$ cat src/rtl/rf_wb_arbiter.sv
// Writeback arbiter between the ALU (A) and load unit (B) onto a single register
// file write port, with a pending-write scoreboard set at issue and cleared at writeback.
module rf_wb_arbiter #(
    parameter int WIDTH = 32,
    parameter int DEPTH = 32,
    localparam int AW = $clog2(DEPTH)
) (
    input  logic             clk,
    input  logic             rst,
    input  logic             iss_valid,
    input  logic [AW-1:0]    iss_rd,
    input  logic             a_valid,
    output logic             a_ready,
    input  logic [AW-1:0]    a_rd,
    input  logic [WIDTH-1:0] a_data,
    input  logic             b_valid,
    output logic             b_ready,
    input  logic [AW-1:0]    b_rd,
    input  logic [WIDTH-1:0] b_data,
    output logic             rf_we,
    output logic [AW-1:0]    rf_addr,
    output logic [WIDTH-1:0] rf_din,
    output logic [DEPTH-1:0] busy
);

    typedef enum logic {PTR_A, PTR_B} ptr_t;

    ptr_t             ptr;
    logic [DEPTH-1:0] busy_nxt;

    // Grant is decided in the same cycle; the pointer only breaks ties.
    always_comb begin
        a_ready = 1'b0;
        b_ready = 1'b0;
        if (rst) begin
            a_ready = a_valid && (!b_valid || ptr == PTR_A);
            b_ready = b_valid && (!a_valid || ptr == PTR_B);
        end
    end

    // Set is applied after clear so a coincident issue keeps the bit pending.
    always_comb begin
        busy_nxt = busy;
        if (rf_we)
            busy_nxt[rf_addr] = 1'b0;
        if (iss_valid && iss_rd != '0)
            busy_nxt[iss_rd] = 1'b1;
        busy_nxt[0] = 1'b0;
    end

    always_ff @(posedge clk) begin
        if (!rst) begin
            ptr     <= PTR_A;
            rf_we   <= 1'b0;
            rf_addr <= '0;
            rf_din  <= '0;
            busy    <= '0;
        end else begin
            rf_we <= 1'b0;
            if (a_ready) begin
                rf_we   <= (a_rd != '0);
                rf_addr <= a_rd;
                rf_din  <= a_data;
                ptr     <= PTR_B;
            end else if (b_ready) begin
                rf_we   <= (b_rd != '0);
                rf_addr <= b_rd;
                rf_din  <= b_data;
                ptr     <= PTR_A;
            end
            busy <= busy_nxt;
        end
    end

endmodule

$ cat config.mk
export PLATFORM = sky130hd
export DESIGN_NAME = rf_wb_arbiter
export DESIGN_NICKNAME = d
export VERILOG_FILES = /design/src/rtl/rf_wb_arbiter.sv
export SDC_FILE = /design/constraint.sdc
export NUM_CORES = 1
export LEC_CHECK = 0
export BUFFER_PORTS_ARGS = -buffer_cell sky130_fd_sc_hd__buf_2
export CELL_PAD_IN_SITES_DETAIL_PLACEMENT = 1
export CELL_PAD_IN_SITES_GLOBAL_PLACEMENT = 2
export CORE_ASPECT_RATIO = 0.6
export CORE_MARGIN = 10
export CORE_UTILIZATION = 27
export CTS_CLUSTER_DIAMETER = 40
export CTS_CLUSTER_SIZE = 12
export DETAILED_ROUTE_END_ITERATION = 8
export PLACE_DENSITY_LB_ADDON = 0.12
export SLEW_MARGIN = 20
export SYNTH_ARGS = -nofsm -noshare
export SYNTH_HDL_FRONTEND = slang
export SYNTH_SLANG_ARGS = --single-unit
export TNS_END_PERCENT = 20
$ cat constraint.sdc
create_clock -name clk -period 2.9 [get_ports clk]
set_input_delay 0.29 -clock clk [delete_from_list [all_inputs] [get_ports clk]]
set_output_delay 0.29 -clock clk [all_outputs]
set_load 0.05 [all_outputs]
* Yosys cells after proc, flatten, opt, wreduce, memory -nomap -nowiden *
Cells that the tools add are included.

storage, ports and cells
  output and inout port bits = 72
  register bits = 71
  input bits = 84

operators by class
  bitwise operators = 4
  reductions and logical operators = 13
  mux-type cells = 16
  $lt $le $gt $ge = 4

operators with widths
  kind                                                  count
  two-way mux 32 bit                                    4
  bitwise AND 32 bit                                    1
  NOT 32 bit                                            1
  OR 32 bit                                             1
  nonzero test 5 bit                                    3
  < comparator 5 x 6 -> 1 bit (second input constant)   2
  demux 1 bit (select 5 bit)                            2
  >= comparator 5 x 1 -> 1 bit (second input constant)  2
  two-way mux 5 bit                                     2
  two-way mux 1 bit                                     8
  logical AND 1 bit                                     5
  zero test 1 bit                                       2
  logical OR 1 bit                                      2
  nonzero test 2 bit                                    1
  NOT 1 bit                                             1

* Longest topological paths before layout *
Gate-level depths: netlist of run 1.

  depth in word-level cells = 9
  depth in mapped cells = 6
  gate-level depth less buffers = 3

* Worst setup path after synthesis of run 1 *
No wires, ideal clock.

  kind = flip-flop to flip-flop
  start = register rf_addr[3]
  end = register busy[8]
  arrival time = 1.445 ns
  path buffers = 1
  period minus slack after synthesis = 1.562 ns
  stages on the path, launching flop included = 5
  path slack = 1.338 ns
  path through = dfxtp_1 buf_2 nor3b_2 nand2_1 a32o_1

on the way
  longest elaborated chain between the ends = 9
  elaborated cells between the ends (all ways) = 10
  those cells by class = order compare: 2; mux: 4; bitwise: 3; reduce/logical: 1

ends and longest elaborated chain
  item                                                                                                      line  RTL
  from (decl)                                                                                               21    output logic [AW-1:0] rf_addr,
  from (signal assigned)                                                                                    62    rf_addr <= a_rd;
  from (signal assigned)                                                                                    67    rf_addr <= b_rd;
  < comparator 5 x 6 -> 1 bit (not written as such) / >= comparator 5 x 1 -> 1 bit (equally long branches)  45    busy_nxt[rf_addr] = 1'b0;
  logical AND 1 bit (not written as such)                                                                   45
  two-way mux 1 bit (not written as such)                                                                   45
  demux 1 bit (select 5 bit) (*)                                                                            45
  NOT 32 bit (no source line) (*)                                                                           --
  bitwise AND 32 bit (no source line) (*)                                                                   --
  two-way mux 32 bit (*)                                                                                    44    if (rf_we)
  OR 32 bit (no source line)                                                                                --
  two-way mux 32 bit (*)                                                                                    46    if (iss_valid && iss_rd != '0)
  to (signal assigned)                                                                                      71    busy <= busy_nxt;
  to (decl)                                                                                                 23    output logic [DEPTH-1:0] busy

Every way passes the cells marked *; elsewhere a longest branch is shown, timed or not.
A chain may end at the register's enable or synchronous reset.

* Final worst setup path of run 1 *
  start = input b_valid
  end = output a_ready

on the way
  longest elaborated chain between the ends = 4

ends and longest elaborated chain
  item               line  RTL
  from (decl)        16    input logic b_valid,
  zero test 1 bit    36    a_ready = a_valid && (!b_valid || ptr == PTR_A);
  logical OR 1 bit   36
  logical AND 1 bit  36
  two-way mux 1 bit  35    if (rst) begin
  to (decl)          13    output logic a_ready,

Every way passes these cells.

==> impl_metrics.toml, run 1 <==
[global_route]
pin_count_of_the_biggest_net_entering_global_routing = 48
gr-total-overflow = 0
grt_pass1_vias = 3600
grt_antenna_before_repair = 0
grt_first_pass_wirelength_mm = 20.56
gr-usage-all-layers_pct = 15.12

[timing]
fin_setup_tns_ns = 0
slew-limit-headroom_pct = 48.58
finalClockSkew_ns = 0.006485
final_setup_margin_ns = 0.9643
final_max_slew_viol_count = 0
final.period_utilization_pct = 66.75
final_period_minus_worst_setup_slack_ns = 1.936
setup_violations = 0
worst_pin_slew_ns = 0.7714
achievable-frequency_ghz = 0.5166
grt_setup_unrepaired = "no"
final-hold-violation-count = 0

[power]
max-vdd-ir-drop_mv = 0.2982
power.total_mw = 2.857
seqPwrFrac_pct = 37.0
power_frac_comb_pct = 16.9
power.share.clock_pct = 46.1
internal_power_mw = 2.014
power.density_cell_area_mw_per_mm2 = 644.9
p_leak_nw = 1.990
netSwitchingFraction_pct = 29.52
power.net_switching_mw = 0.8433

[critical_path]
timing.critical_path.fanout_max = 41
timing.critical_path.arrival_ns = 1.65
cp-start-kind = "primary input"
critical_path_required_ns = 2.61
path_class = "primary input to output pin"
critical_path.reg2reg.startpoint = "rf_addr[3]$_SDFFE_PN0P_"
timing.reg2reg.setup_slack_ns = 1.44
crit_path_end_kind = "output pin"
reg2reg_depth = 3
reg2reg_to = "busy[8]$_SDFF_PN0_"

[place]
port_buffers = 154
detailedPlace.worstSlack_ns = 0.8438
dp_hpwl_mm = 9.956
gp_congestion = 0.7771
dpl.cell_count = 650

[final_layout]
syn_to_final_growth_pct = 36.82
layoutNonFillerInstCount = 666
insertedDiodeCount = 0
drive_above_1_share_pct = 37.55
filler_cell_count = 1422
nets = 585

[die]
start_util_pct = 28.10
core-area_mm2 = 0.01152
fp.dieArea_mm2 = 0.01692
dieHeight_um = 104.8
dieWidth_um = 161.4
row_count = 30
io_pins = 156

[synthesis]
ys_seq_area_share_pct = 43.28
synth.top_cell.area_share_pct = 43.28
synth_enable_flop_cells = 0
netlist_top_cells_area = "sky130_fd_sc_hd__dfxtp_1 (43%), sky130_fd_sc_hd__o211ai_1 (11%), sky130_fd_sc_hd__o2111ai_1 (10%)"
synthesis.area_per_instance_um2 = 8.920
postSynthCellCount = 363
synth_cell_type_count = 33
postSynthRegisterBits = 70
post_synth_instance_area_mm2 = 0.003238
synth_warnings = 0
dominantRegCellSynth = "sky130_fd_sc_hd__dfxtp_1"
syn_nets = 447
ys_async_sr_fraction_pct = 0
library_cell_with_the_largest_summed_area_after_synthesis = "sky130_fd_sc_hd__dfxtp_1"

[worst_hold_path]
worstHoldStart = "a_data[29]"
min_path_type = "primary input to flop"
holdPathStages = 3
min_delay_worst_endpoint = "rf_din[29]$_SDFFE_PN0P_"

[run_status]
outcome = "completed"

[drt]
route.detailed.drc = 0
route.detailed.vias_per_inst = 5.008
detailroute.via_count = 3335
detail_route.first_pass.iterations = 8
detail-route-antenna-nets = 0
route.detailed.wl_per_inst_um = 19.72
drt-initial-drc-count = 137
drt_wl_total_mm = 13.13

[clock_tree]
htreeDepth = 3
clockBufferDepth = 2
tritoncts.num_buffers = 9
tritoncts = "done"
cts-root-buf = "sky130_fd_sc_hd__clkbuf_16"
cts.hold.buffers_added = 0
cts_setup_buffers = 0
clk-insertion-delay-late_ns = 0.34
clk_pin_slew_ns = 0.06
cts_sinks = 70
cts_resized = 0

[flow_run]
timing.max_cap.violations = 0
[power by group through the flow]
stage          Combinational (mW)  Sequential [mW]  Clock [mW]
3_3_place_gp                0.483             1.08           0
6_report                    0.482             1.06        1.32
2_1_floorplan               0.164             1.23           0
5_1_grt                     0.517             1.06        1.39
4_1_cts                     0.488             1.06        1.35
3_5_place_dp                0.487             1.08           0
[metrics by stage]
| step | cell area [µm²] | hold slack, ns | utilization, % |
|---|---|---|---|
| after floorplan | 3238 | 0.4413 | - |
| after global placement | 4075 | 0.4538 | 35.36 |
| after detailed placement | 4075 | 0.4709 | 35.36 |
| after CTS | 4431 | 0.2186 | 38.45 |
| after global routing | 4431 | 0.2320 | 38.45 |
| final | 4431 | 0.2270 | 38.45 |
[sequential cells by signal, indices dropped and copies added (netlist names)]
name     count
rf_din      32
busy        31
rf_addr      5
ptr          1
rf_we        1
[cell usage after synthesis (all sizes together), types with 4 or more instances]
library cell and count:
inv 41, nand3b 8, clkbuf 16, o21ai 17, nor2 4, nand2 55
a32o 15, nand3 5, o211ai 53, nor3 5, dfxtp 70, o2111ai 37
nor3b 8, buf 15
[final cells by class]
class                      instances  area (µm²)  share of cell area, %
timing repair buffer             158       800.8                  18.07
clock inverter                     6       116.4                  2.626
tap                              160       200.2                  4.518
multi-input combinational        221        1519                  34.28
sequential                        70        1401                  31.63
inverter                          41       153.9                  3.474
clock buffer                      10       239.0                  5.394
[placed cells by master, fill, tap and decap left out, types with 2 or more instances in the layout]
| master | count |
|---|---|
| sky130_fd_sc_hd__bufinv_16 | 3 |
| sky130_fd_sc_hd__or3_1 | 2 |
| sky130_fd_sc_hd__nand2_1 | 52 |
| sky130_fd_sc_hd__and3_1 | 2 |
| sky130_fd_sc_hd__nor3b_1 | 4 |
| sky130_fd_sc_hd__a32o_1 | 15 |
| sky130_fd_sc_hd__clkbuf_16 | 9 |
| sky130_fd_sc_hd__nor3_1 | 5 |
| sky130_fd_sc_hd__nand3b_1 | 8 |
| sky130_fd_sc_hd__o211ai_1 | 46 |
| sky130_fd_sc_hd__nand2_2 | 3 |
| sky130_fd_sc_hd__nand3_1 | 4 |
| sky130_fd_sc_hd__inv_6 | 2 |
| sky130_fd_sc_hd__dfxtp_1 | 70 |
| sky130_fd_sc_hd__nor2_1 | 4 |
| sky130_fd_sc_hd__nand2b_1 | 2 |
| sky130_fd_sc_hd__and3b_1 | 2 |
| sky130_fd_sc_hd__inv_1 | 40 |
| sky130_fd_sc_hd__o211ai_2 | 7 |
| sky130_fd_sc_hd__o21ai_0 | 16 |
| sky130_fd_sc_hd__buf_4 | 4 |
| sky130_fd_sc_hd__buf_2 | 154 |
| sky130_fd_sc_hd__o2111ai_1 | 37 |
| sky130_fd_sc_hd__nor3b_2 | 3 |
[critical path, stage by stage]
cell and delay, ns:
sky130_fd_sc_hd__buf_2 0.59, sky130_fd_sc_hd__nand2_1 0.14, sky130_fd_sc_hd__nand3_2 0.32, sky130_fd_sc_hd__inv_1 0.07
sky130_fd_sc_hd__buf_2 0.22
[how the worst max path moves through the flow]
stage                     slack, ns                 endpoint                    start
after CTS                      0.94                  a_ready                  b_valid
after floorplan                1.34       busy[8]$_SDFF_PN0_  rf_addr[3]$_SDFFE_PN0P_
after global routing           0.84                  a_ready                  b_valid
after global placement         0.87  rf_din[30]$_SDFFE_PN0P_                  b_valid
after detailed placement       0.84  rf_din[17]$_SDFFE_PN0P_                  b_valid
final                          0.96                  a_ready                  b_valid
[kinds of logic after synthesis]
logic type / count (synthesis) / synth area share [%]
buffers and inverters: 72 / 9.969
AND/OR/NAND/NOR: 97 / 15.73
other: 1 / 0.1158
flip-flops: 70 / 43.28
AO/OA/AOI/OAI: 123 / 30.91
[per-layer routing]
metal  part of all wire (%)  GRT usage, %  wire length, µm
met5                      0             0                0
met4                   0.88         4.269              116
met3                    7.3         5.368              956
met2                     43         22.34             5601
met1                     49         20.22             6457
Note: power is estimated with default switching activity, not from simulation.
==> inputs of run 2 (changes only) <==
--- a/config.mk
+++ b/config.mk
@@ -10,7 +10,7 @@
 export CELL_PAD_IN_SITES_GLOBAL_PLACEMENT = 2
 export CORE_ASPECT_RATIO = 0.6
 export CORE_MARGIN = 10
-export CORE_UTILIZATION = 27
+export CORE_UTILIZATION = 23
 export CTS_CLUSTER_DIAMETER = 40
 export CTS_CLUSTER_SIZE = 12
 export DETAILED_ROUTE_END_ITERATION = 8
==> constraint.sdc (replaced) <==
create_clock -name clk -period 1.67 [get_ports clk]
set_input_delay 0.167 -clock clk [delete_from_list [all_inputs] [get_ports clk]]
set_output_delay 0.167 -clock clk [all_outputs]
set_load 0.05 [all_outputs]
==> run 2 against run 1 <==
Die area grew 15%; critical path depth shrank 2; combinational power grew 82%; non-clock buffer count grew 10; hold slack lost 0.13 ns; via count grew 2.2%; count of clock-buffer cells in the layout is the same.
==> impl_metrics.toml, run 2 (synthesis gave the netlist of run 1 again) <==
[run_status]
outcome = "completed"

[place]
placedInstanceArea_mm2 = 0.004215
detailedPlace.worstSlack_ns = 0.2683
dp_hpwl_mm = 10.80
gp_congestion = 0.7693
port_buffers = 154

[global_route]
grt_pass1_vias = 3744
grt_first_pass_wirelength_mm = 22.08
grt_antenna_before_repair = 1
gr-usage-all-layers_pct = 14.21
pin_count_of_the_biggest_net_entering_global_routing = 38
gr-total-overflow = 0

[power]
power.net_switching_mw = 1.475
max-vdd-ir-drop_mv = 0.3766
power_frac_comb_pct = 18.9
power.density_cell_area_mw_per_mm2 = 1026
seqPwrFrac_pct = 39.4
power.total_mw = 4.633
p_leak_nw = 2.010
netSwitchingFraction_pct = 31.83
internal_power_mw = 3.159
power.share.clock_pct = 41.6

[flow_run]
timing.max_cap.violations = 0

[die]
row_count = 33
dieHeight_um = 111.9
core-area_mm2 = 0.01371
start_util_pct = 23.62
fp.dieArea_mm2 = 0.01938
dieWidth_um = 173.2
io_pins = 156

[timing]
slew-limit-headroom_pct = 53.33
achievable-frequency_ghz = 0.6578
grt_setup_unrepaired = "no"
final_setup_margin_ns = 0.1497
setup_violations = 0
final.period_utilization_pct = 91.04
final-hold-violation-count = 0
fin_setup_tns_ns = 0
final_max_slew_viol_count = 0
finalClockSkew_ns = 0.006060
worst_pin_slew_ns = 0.6991
final_period_minus_worst_setup_slack_ns = 1.520

[critical_path]
timing.critical_path.fanout_max = 4
crit_path_end_kind = "output pin"
path_class = "flop to output pin"
cp-start-kind = "flop"
critical_path_required_ns = 1.50
timing.critical_path.arrival_ns = 1.35

[final_layout]
post_route_cell_area_mm2 = 0.004514
reg.largest.list = "rf_din: 32 flops, busy: 31 flops, rf_addr: 5 flops"
most_flops_register = "rf_din"
most_common_cell_after_layout_fill_and_taps_aside = "sky130_fd_sc_hd__buf_2"
largest_reg_flops = 32
finish.utilization_pct = 32.93
nets = 595
drive_above_1_share_pct = 38.57
insertedDiodeCount = 0
syn_to_final_growth_pct = 39.41
layout_common_cells = "sky130_fd_sc_hd__buf_2 (154), sky130_fd_sc_hd__dfxtp_1 (70), sky130_fd_sc_hd__nand2_1 (52)"

[clock_tree]
clk_pin_slew_ns = 0.06
clockBufferDepth = 2
cts-root-buf = "sky130_fd_sc_hd__clkbuf_16"
clk-insertion-delay-late_ns = 0.34
cts.hold.buffers_added = 0
cts_resized = 0
tritoncts = "done"
cts_sinks = 70
cts_setup_buffers = 0
htreeDepth = 3
tritoncts.num_buffers = 9

[drt]
detail_route.first_pass.iterations = 4
detailroute.via_count = 3407
drt-initial-drc-count = 135
detail-route-antenna-nets = 0
route.detailed.drc = 0
route.detailed.vias_per_inst = 4.812
route.detailed.wl_per_inst_um = 19.60
drt_wl_total_mm = 13.88

[worst_hold_path]
min_path_type = "primary input to flop"
## run 2: cell types whose count changed in the layout (fill, tap and decap cells not counted), sizes merged
cell / delta
buf: +10
clkinvlp: +3
bufinv: -2
inv: -2
clkinv: +1
## run 2: power by group through the flow
stage | registers [mW] | logic, mW | clock network (mW)
CTS | 1.83 | 0.887 | 1.99
finish | 1.83 | 0.877 | 1.93
global placement | 1.86 | 0.881 | 0
detailed placement | 1.86 | 0.885 | 0
global route | 1.84 | 0.942 | 2.08
floorplan | 2.14 | 0.284 | 0
## run 2: critical path, stage by stage, from the launching register on
cell and delay [ns]:
sky130_fd_sc_hd__dfxtp_1 0.39, sky130_fd_sc_hd__nand2b_1 0.14, sky130_fd_sc_hd__and3_1 0.21, sky130_fd_sc_hd__buf_2 0.28
## run 2: worst paths after layout
path,start,endpoint,slack [ns],depth (start not counted)
setup / recovery,ptr$_SDFFE_PN0P_,b_ready,0.15,3
hold / removal,a_data[17],rf_din[17]$_SDFFE_PN0P_,0.1,3
setup reg to reg,rf_addr[3]$_SDFFE_PN0P_,busy[10]$_SDFF_PN0_,0.25,3
hold reg to reg,rf_din[3]$_SDFFE_PN0P_,rf_din[3]$_SDFFE_PN0P_,0.47,2
## run 2: routing by layer
layer,share of wire (%),routed length (µm),GRT usage [%],vias to the layer above
met2,44,6076,21.99,92
met4,0.94,131,3.261,2
met1,49,6827,18.63,1651
met3,5.9,825,4.892,13
met5,0.094,13,0,-
li1,-,-,-,1649
## run 2: through the flow
| stage | hold slack [ns] | instances |
|---|---|---|
| floorplan | 0.3183 | 363 |
| detailed placement | 0.4495 | 692 |
| global route | 0.09896 | 708 |
| finish | 0.09665 | 708 |
| global placement | 0.4413 | 692 |
| CTS | 0.08833 | 708 |
## run 2: cell type report
class                           instances  area [µm²]
Clock buffer                           10       229.0
Multi-Input combinational cell        221        1526
Clock inverter                          6       62.56
Inverter                               41       153.9
Fill cell                            1676        9194
Timing Repair Buffer                  168       900.9
Tap cell                              192       240.2
Sequential cell                        70        1401
